==> src/rtl/instr_fetch_sequencer.sv <==
// Instruction fetch sequencer: walks the PC through a 256x8 instruction memory,
// assembles 1- or 2-byte instructions and hands them to the decoder over valid/ready.
module instr_fetch_sequencer #(
  parameter logic [7:0]  RESET_PC      = 8'h00,
  parameter logic [15:0] TWO_BYTE_MASK = 16'h0F00,
  parameter logic [3:0]  HALT_OPCODE   = 4'hF
) (
  input  logic        clk,
  input  logic        rst_n,
  input  logic        fetch_en,
  output logic [7:0]  imem_addr,
  input  logic [7:0]  imem_data,
  input  logic [7:0]  imem_next,
  output logic        out_valid,
  input  logic        out_ready,
  output logic [7:0]  out_opcode,
  output logic [7:0]  out_operand,
  output logic        out_len2,
  output logic [7:0]  out_pc,
  input  logic        redirect_valid,
  input  logic [7:0]  redirect_target,
  output logic        halted,
  output logic        fault,
  output logic [15:0] instr_count
);

  typedef enum logic {
    ST_FETCH  = 1'b0,
    ST_HALTED = 1'b1
  } state_t;

  state_t     state;
  logic [7:0] pc;

  logic [3:0] opcode_nib;
  logic       len2;
  logic       is_halt;
  logic       wrap_fault;
  logic       accept;
  logic       capture;

  assign imem_addr = pc;

  // NOTE: every signal written in always_comb gets a default first, so no path can infer a latch.
  always_comb begin
    opcode_nib = imem_data[7:4];
    len2       = TWO_BYTE_MASK[opcode_nib];
    is_halt    = (opcode_nib == HALT_OPCODE);
    wrap_fault = len2 && (pc == 8'hFF);
    accept     = out_valid && out_ready;
    capture    = (state == ST_FETCH) && fetch_en && !redirect_valid &&
                 (!out_valid || out_ready);
  end

  // NOTE: state registers use non-blocking assignments so every update reads pre-edge values.
  always_ff @(posedge clk or negedge rst_n) begin
    if (!rst_n) begin
      state       <= ST_FETCH;
      pc          <= RESET_PC;
      out_valid   <= 1'b0;
      out_opcode  <= 8'h00;
      out_operand <= 8'h00;
      out_len2    <= 1'b0;
      out_pc      <= 8'h00;
      halted      <= 1'b0;
      fault       <= 1'b0;
      instr_count <= 16'h0000;
    end else begin
      // An instruction flushed by a redirect in the same cycle never counts as accepted.
      if (accept && !redirect_valid) begin
        instr_count <= instr_count + 16'd1;
      end

      if (redirect_valid) begin
        pc        <= redirect_target;
        out_valid <= 1'b0;
        state     <= ST_FETCH;
        halted    <= 1'b0;
      end else if (capture) begin
        out_valid   <= 1'b1;
        out_opcode  <= imem_data;
        out_pc      <= pc;
        out_len2    <= len2;
        out_operand <= (len2 && !wrap_fault) ? imem_next : 8'h00;
        if (is_halt) begin
          state  <= ST_HALTED;
          halted <= 1'b1;
        end else if (wrap_fault) begin
          // Operand byte would lie past the end of memory: stop and flag it.
          pc     <= 8'h01;
          fault  <= 1'b1;
          state  <= ST_HALTED;
          halted <= 1'b1;
        end else begin
          pc <= pc + 8'd1 + {7'd0, len2};
        end
      end else if (accept) begin
        out_valid <= 1'b0;
      end
    end
  end

endmodule
==> config.mk <==
export PLATFORM = sky130hd
export DESIGN_NAME = instr_fetch_sequencer
export DESIGN_NICKNAME = d
export VERILOG_FILES = /design/src/rtl/instr_fetch_sequencer.sv
export SDC_FILE = /design/constraint.sdc
export NUM_CORES = 1
export LEC_CHECK = 0
export CORE_ASPECT_RATIO = 0.5
export CORE_UTILIZATION = 40
export CTS_BUF_LIST = sky130_fd_sc_hd__clkbuf_4 sky130_fd_sc_hd__clkbuf_8
export CTS_CLUSTER_DIAMETER = 200
export DETAILED_ROUTE_END_ITERATION = 16
export GPL_ROUTABILITY_DRIVEN = 0
export PLACE_DENSITY = 0.83
export SETUP_SLACK_MARGIN = 0.2
export SYNTH_ARGS = -nofsm -noshare
export SYNTH_HDL_FRONTEND = slang
export SYNTH_SLANG_ARGS = --single-unit
==> constraint.sdc <==
create_clock -name clk -period 1.4 [get_ports clk]
set_input_delay 0.28 -clock clk [delete_from_list [all_inputs] [get_ports clk]]
set_output_delay 0.28 -clock clk [all_outputs]
set_load 0.05 [all_outputs]
==> metrics.yaml <==
status: "finished with violations"
violations: "negative setup slack"
route.detailed.drc: 0
cp.arrival_ns: 2.01
diodes: 0
area_delta_synth_final_pct: 131
drive_gt1_share_pct: 70.9
avgSynthCellArea_um2: 10.6
synth_cells: 220
finClkSkew_ns: 0.00365
start_kind: "flop"
rsz0062_at_grt: "yes"
grt_max_degree: 31
die-area_mm2: 0.00615
viasPerCell: 5.97
synth_area_mm2: 0.00233
mostFrequentLayoutCell: "buf_4"
wl_per_cell_um: 27.9
fillers: 83
start_util_pct: 42.0
clock_sinks: 52
vias: 2921
syn-num-nets: 252
synth_cell_type_count: 37
firstDrtPassIters: 8
drtAntennaViolNets: 0
htreeDepth: 2
grt_pass1_vias: 2736
fin_crit_sh_pct: 127
ys.flop_type: "dfrtp_1"
place_area_mm2: 0.00415
hold_viol: 0
post-route-min-period_ns: 1.78
post-place-ws_ns: -0.584
cts_root_buffer: "clkbuf_8"
ir_drop_mv: 0.901
fmax_ghz: 0.561
clk_latency_ns: 0.32
slew_headroom_pct: 70.9
dp_hpwl_mm: 5.40
antenna_found_initial: 0
ys_ff_latch: 52
hold_class: "primary input to flop"
die_w_um: 110
timing.max_cap.violations: 0
p_leak_uw: 0.00258
grt_overflow: 0
wl_mm: 13.6
final-max-slew-violation-count: 0
num_io_pins: 81
grt_usage_pct: 35.0
portBuffers: 80
crit_type: "flop to flop"
clk_path_buf_depth: 2
critical_path_required_ns: 1.62
worst_pin_slew_ns: 0.437
async_flop_share_pct: 100
drt_iter0_drc: 201
nets: 447
cp-end-kind: "flop"
synth_edf_count: 0
layout_common_cells: "61 x buf_4, 55 x buf_12, 46 x buf_6, 31 x dfrtp_2, 23 x clkdlybuf4s50_1"
stdcell_area_mm2: 0.00538
cts_tree: "yes"
grt_pass1_wl_mm: 15.3
crit_fanout: 3
yosysSeqAreaShare_pct: 55.9
die_h_um: 56.0
ys_warn_count: 0
finalSetupViolCount: 52
powerDensity_mw_per_mm2: 1140
setup_ws_ns: -0.383
cts_made_buffers: 5
rows: 19
core_mm2: 0.00554
clk_pin_slew_ns: 0.10
-- final cells by class --
type / instances / area (um^2) / area share, %
multi-input combinational: 156 / 1420 / 26.4
sequential: 52 / 1340 / 24.9
clock buffer: 6 / 82.6 / 1.53
inverter: 6 / 22.5 / 0.418
tap: 73 / 91.3 / 1.70
clock inverter: 2 / 10.0 / 0.186
timing repair buffer: 194 / 2410 / 44.9
-- worst paths after layout --
path | start | end | slack, ns | cells after the start
min in group asynchronous | rst_n | instr_count[0] | 0.53 | 3
worst max-delay path | out_valid | imem_addr[2] | -0.38 | 7
worst min-delay path | imem_data[6] | out_opcode[6] | 0.42 | 3
worst min register to register | fault | fault | 0.58 | 1
worst max register to register | out_valid | imem_addr[2] | -0.38 | 7
max in group asynchronous | rst_n | imem_addr[0] | 0.47 | 3
-- cell families (layout without fill, tap and decap cells) --
group                    after synthesis  in the layout  synth area share [%]
AND/OR/NAND/NOR                      105            105                  24.2
adder cells (fa/ha/maj)                3              3                  1.61
buffers and inverters                 12            208                  2.31
multiplexers                           1              1                 0.484
flip-flops                            52             52                  55.9
XOR/XNOR                              20             20                  7.52
AO/OA/AOI/OAI                         27             27                  7.95
-- per-stage QoR --
step / std cells / setup TNS [ns] / total power [uW] / hold WS (ns) / utilization, %
2_1_floorplan: 220 / -7.22 / 2930 / -0.0156 / -
5_1_grt: 489 / -11.83 / 6240 / 0.430 / 97.2
6_report: 489 / -10.90 / 6140 / 0.423 / 97.2
4_1_cts: 455 / -4.90 / 5450 / 0.351 / 84.8
3_3_place_gp: 413 / -19.60 / 4200 / 0.281 / 74.8
3_5_place_dp: 413 / -22.49 / 4300 / 0.287 / 74.8
-- critical path: stages (launching register included) --
cell and delay (ns):
dfrtp_2 0.44, nor2b_4 0.14, buf_6 0.14, nor4_4 0.40, buf_4 0.19, buf_6 0.09
xnor2_2 0.06, a21oi_1 0.22
-- cells in the mapped netlist, types with 2 or more instances --
cell,instances,area (um^2)
buf_2,4,20.0
nor3_2,6,60.1
a22oi_1,2,15.0
xnor2_1,10,87.6
nand4_1,3,18.8
and3_1,2,12.5
dfrtp_1,52,1300
nand2_1,57,214
a22o_1,9,78.8
nand3_1,8,40.0
xor2_1,10,87.6
o21ai_0,7,35.0
a21oi_1,5,25.0
nor2_1,12,45.0
ha_1,3,37.5
inv_1,6,22.5
nand2b_1,4,25.0
-- timing repair --
action,CTS,global route
pin swaps,26,46
resized for setup,56,110
hold endpoints to repair,52,0
gates cloned,2,0
endpoints found under the setup margin,75,100
buffers inserted,31,34
hold buffers,1,0
-- layer usage --
layer  vias to the layer above  part of all wire [%]  GRT usage [%]
li1                       1132                     -              -
met1                      1422                    36           41.5
met2                       259                    47           57.4
met3                       108                   9.5           7.14
met4                         0                   7.7           23.6
met5                         -                     0              0
-- sequential cells by signal, summed over array words and instances, names as in the netlist --
name and count:
instr_count 16, out_valid 1, out_opcode 8, out_pc 8, state 1, out_len2 1, imem_addr 8, fault 1
out_operand 8
-- report_power, final --
group / leakage [uW] / switching (uW) / internal (uW)
logic: 0.00190 / 1650 / 1580
clock network: 0.0000510 / 542 / 397
registers: 0.000626 / 255 / 1720
total: 0.00258 / 2450 / 3690
(Power assumes the default switching activity.)
